[src/rtl/a2b_dir_ctrl.sv]
// Direction controller for the 16-bit A/B bus exchange: arbitrates A/B requests,
// drives the oe0 direction bit and enforces a dead time on every reversal.
module a2b_dir_ctrl #(
    parameter int unsigned TURN_CYC = 2,
    parameter int unsigned MAX_HOLD = 15
) (
    input  logic clk,
    input  logic rst_n,
    input  logic req_a,
    input  logic req_b,
    output logic oe0,
    output logic drv_en,
    output logic gnt_a,
    output logic gnt_b,
    output logic turn
);

    typedef enum logic [1:0] {
        S_IDLE   = 2'd0,
        S_XFER_A = 2'd1,
        S_XFER_B = 2'd2,
        S_TURN   = 2'd3
    } state_e;

    localparam logic [7:0] MAX_HOLD_C = 8'(MAX_HOLD);
    localparam logic [3:0] TURN_CYC_C = 4'(TURN_CYC);

    state_e     state_q, state_d;
    logic       target_q, target_d;     // 0 = A side, 1 = B side
    logic       last_gnt_q, last_gnt_d; // 0 = A side, 1 = B side
    logic [7:0] hold_cnt_q, hold_cnt_d;
    logic [3:0] turn_cnt_q, turn_cnt_d;
    logic       oe0_q, oe0_d;
    logic       drv_en_q, gnt_a_q, gnt_b_q, turn_q;

    logic       enter_xfer_s, enter_turn_s, dir_s;
    logic [7:0] hold_inc_s;
    logic       tgt_req_s;

    // Next-state, counter and direction decode.
    always_comb begin
        state_d      = state_q;
        target_d     = target_q;
        last_gnt_d   = last_gnt_q;
        hold_cnt_d   = hold_cnt_q;
        turn_cnt_d   = turn_cnt_q;
        oe0_d        = oe0_q;
        enter_xfer_s = 1'b0;
        enter_turn_s = 1'b0;
        dir_s        = oe0_q;
        hold_inc_s   = (hold_cnt_q == 8'hFF) ? 8'hFF : (hold_cnt_q + 8'd1);
        tgt_req_s    = target_q ? req_b : req_a;

        case (state_q)
            S_IDLE: begin
                if (req_a && req_b) begin
                    dir_s = ~last_gnt_q;
                end else if (req_a) begin
                    dir_s = 1'b0;
                end else begin
                    dir_s = 1'b1;
                end
                // A request matching the current direction skips the dead time.
                if (req_a || req_b) begin
                    enter_xfer_s = (dir_s == oe0_q);
                    enter_turn_s = (dir_s != oe0_q);
                end else begin
                    state_d = S_IDLE;
                end
            end
            S_XFER_A: begin
                dir_s = 1'b1;
                if (!req_a) begin
                    enter_turn_s = req_b;
                    state_d      = req_b ? S_XFER_A : S_IDLE;
                end else begin
                    hold_cnt_d   = hold_inc_s;
                    enter_turn_s = req_b && (hold_inc_s >= MAX_HOLD_C);
                end
            end
            S_XFER_B: begin
                dir_s = 1'b0;
                if (!req_b) begin
                    enter_turn_s = req_a;
                    state_d      = req_a ? S_XFER_B : S_IDLE;
                end else begin
                    hold_cnt_d   = hold_inc_s;
                    enter_turn_s = req_a && (hold_inc_s >= MAX_HOLD_C);
                end
            end
            S_TURN: begin
                dir_s = target_q;
                // Requests are only looked at once the full dead time has elapsed.
                if (turn_cnt_q >= TURN_CYC_C) begin
                    enter_xfer_s = tgt_req_s;
                    state_d      = S_IDLE;
                end else begin
                    turn_cnt_d = turn_cnt_q + 4'd1;
                end
            end
            default: begin
                state_d = S_IDLE;
            end
        endcase

        case ({enter_xfer_s, enter_turn_s})
            2'b10: begin
                state_d    = dir_s ? S_XFER_B : S_XFER_A;
                hold_cnt_d = 8'd0;
                last_gnt_d = dir_s;
                oe0_d      = dir_s;
            end
            2'b01: begin
                state_d    = S_TURN;
                target_d   = dir_s;
                turn_cnt_d = 4'd1;
                oe0_d      = dir_s;
            end
            default: ;
        endcase
    end

    // State and registered-output update; outputs decode from the next state.
    always_ff @(posedge clk or negedge rst_n) begin
        if (!rst_n) begin
            state_q    <= S_IDLE;
            target_q   <= 1'b0;
            last_gnt_q <= 1'b1;
            hold_cnt_q <= 8'd0;
            turn_cnt_q <= 4'd0;
            oe0_q      <= 1'b0;
            drv_en_q   <= 1'b0;
            gnt_a_q    <= 1'b0;
            gnt_b_q    <= 1'b0;
            turn_q     <= 1'b0;
        end else begin
            state_q    <= state_d;
            target_q   <= target_d;
            last_gnt_q <= last_gnt_d;
            hold_cnt_q <= hold_cnt_d;
            turn_cnt_q <= turn_cnt_d;
            oe0_q      <= oe0_d;
            drv_en_q   <= (state_d == S_XFER_A) || (state_d == S_XFER_B);
            gnt_a_q    <= (state_d == S_XFER_A);
            gnt_b_q    <= (state_d == S_XFER_B);
            turn_q     <= (state_d == S_TURN);
        end
    end

    assign oe0    = oe0_q;
    assign drv_en = drv_en_q;
    assign gnt_a  = gnt_a_q;
    assign gnt_b  = gnt_b_q;
    assign turn   = turn_q;

endmodule

[config.mk]
export PLATFORM = sky130hd
export DESIGN_NAME = a2b_dir_ctrl
export DESIGN_NICKNAME = d
export VERILOG_FILES = /design/src/rtl/a2b_dir_ctrl.sv
export SDC_FILE = /design/constraint.sdc
export NUM_CORES = 1
export LEC_CHECK = 0
export BUFFER_PORTS_ARGS = -buffer_cell sky130_fd_sc_hd__buf_2
export CAP_MARGIN = 0
export CELL_PAD_IN_SITES_DETAIL_PLACEMENT = 0
export CELL_PAD_IN_SITES_GLOBAL_PLACEMENT = 1
export CORE_MARGIN = 2
export CORE_UTILIZATION = 46
export CTS_CLUSTER_SIZE = 20
export DETAILED_ROUTE_END_ITERATION = 8
export PLACE_DENSITY = 0.81
export REMOVE_ABC_BUFFERS = 1
export SYNTH_ARGS = -nofsm -noshare
export SYNTH_HDL_FRONTEND = slang
export SYNTH_SLANG_ARGS = --single-unit
[constraint.sdc]
create_clock -name clk -period 3.5 [get_ports clk]
set_input_delay 0.525 -clock clk [delete_from_list [all_inputs] [get_ports clk]]
set_output_delay 0.525 -clock clk [all_outputs]
set_load 0.01 [all_outputs]
==> reports/metrics.csv <==
stage,metric,value,unit
timing,finalSetupTns,0,ns
floorplan,fp.dieH,58.6,µm
clock_network,tritoncts,done,
pwr,p_int,0.691,mW
clock_network,clock_network_latency_to_the_later_pin_of_the_worst_skew_pair,0.30,ns
timing,max_freq,319,MHz
global_routing,groute.usage.overall,18.7,%
global_routing,grt_pass1_vias,1053,
critical_path,max_stage_delay,0.44,ns
drt,post_drt_wl_per_cell,15.1,µm
timing,relative_slew_margins,68.6,%
pwr,vdd_drop_max,0.408,mV
critical_path,critPathMostFrequentCell,sky130_fd_sc_hd__ha_1,
clock_network,cts_root_buf,sky130_fd_sc_hd__clkbuf_4,
pwr,sequentialPowerShare,33.2,%
drt,drt_drc_violations_left,0,
final_layout,drive_above_1_share,16.8,%
yosys,dominant_combinational_cell_family_by_area_after_synthesis,compound AO/OA/AOI/OAI gates,
global_routing,global_route.overflow_total,0,
global_routing,grt_start_max_net_pins,22,
yosys,synth_area_per_cell,9.60,µm²
critical_path,cp_cell_sequence,ha_1 > and2b_2 > o21a_1 > o21ai_0 > a311oi_1 > a311oi_1 > ha_1 > inv_1 > o21ba_2 > o21ai_0 > ha_1 > inv_1,
yosys,synth-adder-area-share,10.9,%
final_layout,layout-area-overhead-vs-synth,5.92,%
clock_network,cts_max_level,1,
drt,detail_route.first_pass.iterations,4,
global_routing,grt_pass1_wl,4910,µm
clock_network,cts_inserted_buffers,3,
drt,ant_nets,0,
yosys,post_synthesis_share_of_cell_area_spent_on_and_or_nand_and_nor_gates,19.5,%
timing,finalClockSkew,0.00539,ns
pwr,sw_frac_of_total,44.0,%
place,portBuffers,8,
critical_path,crit_path_max_fanout,10,
timing,final_min_period_over_clock_period,89.6,%
floorplan,core-area,2810,µm²
yosys,synth_mux_area_share,6.93,%
pwr,p_leak,0.652,nW
place,dp_hpwl,2050,µm
critical_path,worstPathArrival,3.39,ns
yosys,flop_and_latch_count_out_of_synthesis,21,
timing,pin_slew_with_the_least_headroom_to_its_limit,0.471,ns
clock_network,post_cts_buffers,0,
worst_hold_path,min-delay-path-class,primary input to async pin,
floorplan,initial_core_util,48.9,%
clock_network,bufs_on_longest_clock_path,2,
yosys,syn-cell-area,1370,µm²
drt,wl,2720,µm
yosys,synth-seq-area-share,38.4,%
final_layout,fin_nets,166,
pwr,combPwrFrac,57.5,%
critical_path,critPathLaunchType,flop,
yosys,cell_types_occupying_the_most_area_after_synthesis,"sky130_fd_sc_hd__dfrtp_1 36%, sky130_fd_sc_hd__ha_1 11%, sky130_fd_sc_hd__nor2_1 4.6%",
critical_path,timing.critical_path.slowest_stage_cell,sky130_fd_sc_hd__dfrtp_1,
yosys,unique_cell_type_count_in_the_yosys_netlist,43,
yosys,post_synth_xor_area_fraction,0.638,%
pwr,switching_power,0.543,mW
drt,number_of_drc_markers_after_the_initial_detailed_route_iteration,44,
yosys,complex_gate_fraction_of_the_synthesized_area,19.9,%
final_layout,area_of_combinational_cells_with_multiple_inputs,795,µm²
critical_path,path_class,flop to flop,
job,maxCapViolCount,0,
timing,final.min_clock_period,3.14,ns
critical_path,required_time_of_the_critical_path,3.75,ns
floorplan,row_count,19,
pwr,clock_power_share,9.4,%
drt,via_count,1072,
yosys,edff_count_synth,0,
yosys,synthesis.yosys.warnings,0,
clock_network,ctsHoldBuffers,0,
final_layout,antenna-diode-count,0,
critical_path,setup.reg_to_reg.worst_slack,0.36,ns
timing,final-hold-violation-count,0,
timing,grt_setup_unrepaired,false,
drt,route.detailed.vias_per_inst,5.96,
run_status,run_status,completed,
clock_network,clock_sink_count,21,
pwr,cellPowerDensity,849,nW/µm²
clock_network,postcts_resize_cnt,0,
critical_path,end_kind,flop,
final_layout,regArea,527,µm²
timing,slew_viol_final,0,
floorplan,design.die.area,3440,µm²
floorplan,dieWidth,58.6,µm
yosys,dominant_cell_by_count_in_the_synthesized_netlist,sky130_fd_sc_hd__dfrtp_1,
global_routing,antenna_found_initial,0,
floorplan,io_pins,9,
final_layout,final.fill_count,276,
clock_network,cts.reportedPaths.clkPinSlew,0.12,ns
yosys,synth_top_area_share,36.5,%
yosys,synthFlopType,sky130_fd_sc_hd__dfrtp_1,
yosys,synth_commonest_cells,"20 x sky130_fd_sc_hd__dfrtp_1, 17 x sky130_fd_sc_hd__nor2_1, 12 x sky130_fd_sc_hd__ha_1",
yosys,synthesis.instances,143,
pwr,totalPowerFinal,1.23,mW
yosys,synth_largest_area_cell,sky130_fd_sc_hd__dfrtp_1,
place,gp_routability_congestion,0.823,
timing,setup_viol,0,
yosys,asyncSetResetFlopFracSynth,100,%
flip-flops by register name (all words and copies together), names as in the netlist:
signal	cells
hold_cnt_q	8
turn_cnt_q	4
state_q	2
drv_en	1
gnt_a	1
gnt_b	1
last_gnt_q	1
oe0	1
target_q	1
turn	1
cell families (layout without fill, tap and decap cells):
logic type,Yosys count,after routing
simple gates,49,49
mux,9,9
xor+xnor,1,1
flops,21,21
compound gates,38,38
fa+ha+maj,12,12
buf+inv,13,19
critical path, delay by kind of cell, from the launching register on:
kind                     cells  cell delay, ns
AO/OA/AOI/OAI                6            1.22
adder cells (fa/ha/maj)      3            1.04
buffers and inverters        2            0.18
flip-flops                   1            0.44
AND/OR/NAND/NOR              1            0.20
path summary, 6_finish.rpt:
path / to / start / cells past startpoint
setup reg to reg: drv_en$_DFF_PN0_ / hold_cnt_q[0]$_DFFE_PN0P_ / 12
max in group asynchronous: last_gnt_q$_DFFE_PN1P_ / rst_n / 1
setup / recovery: drv_en$_DFF_PN0_ / hold_cnt_q[0]$_DFFE_PN0P_ / 12
hold / removal: hold_cnt_q[3]$_DFFE_PN0P_ / rst_n / 1
min in group clk: last_gnt_q$_DFFE_PN1P_ / last_gnt_q$_DFFE_PN1P_ / 2
hold reg to reg: last_gnt_q$_DFFE_PN1P_ / last_gnt_q$_DFFE_PN1P_ / 2
layout make-up:
cell class	instances	share of cell area, %
clock buffer	3	1.55
clock inverter	1	0.344
inverter	7	1.81
multi-input combinational	109	54.6
sequential	21	36.2
tap	31	2.67
timing repair buffer	8	2.75
layout by cell type (no fill, tap or decap), drive strengths merged, types with 2 or more instances in the layout:
cell type | Yosys | routed
dfrtp | 20 | 20
nor2 | 17 | 17
ha | 12 | 12
nand2 | 11 | 11
buf | 3 | 8
inv | 7 | 7
o21ai | 7 | 7
a21oi | 5 | 5
mux2i | 5 | 5
nand3 | 4 | 4
a311oi | 4 | 4
mux2 | 4 | 4
nand3b | 3 | 3
nand2b | 3 | 3
clkbuf | 3 | 3
o21a | 3 | 3
a21boi | 2 | 2
a211oi | 2 | 2
a22oi | 2 | 2
o22ai | 2 | 2
and3 | 2 | 2
a31oi | 2 | 2
nand4 | 2 | 2
and2 | 2 | 2
power by group through the flow:
| stage | clock network, mW | registers, mW | logic [mW] |
|---|---|---|---|
| 2_1_floorplan | 0 | 0.408 | 0.534 |
| 3_3_place_gp | 0 | 0.409 | 0.687 |
| 3_5_place_dp | 0 | 0.414 | 0.708 |
| 4_1_cts | 0.122 | 0.408 | 0.714 |
| 5_1_grt | 0.130 | 0.423 | 0.810 |
| 6_report | 0.116 | 0.409 | 0.709 |
stage by stage:
stage | hold WS (ns) | util [%] | cells | worst slack (ns) | cell area [µm²]
global route | 0.184 | 51.8 | 180 | 0.0560 | 1450
finish | 0.156 | 51.8 | 180 | 0.363 | 1450
global placement | 0.501 | 50.8 | 176 | 0.570 | 1430
detailed placement | 0.504 | 50.8 | 176 | 0.383 | 1430
CTS | 0.163 | 51.8 | 180 | 0.348 | 1450
floorplan | 0.229 | - | 137 | 0.796 | 1350
per-layer routing:
metal | GRT usage, % | up-vias | wire length [µm]
li1 | - | 535 | -
met1 | 28.1 | 514 | 1370
met3 | 1.98 | 2 | 99
met2 | 27.4 | 21 | 1230
met4 | 7.79 | 0 | 17
met5 | 0 | - | 0
(Power assumes the default switching activity.)
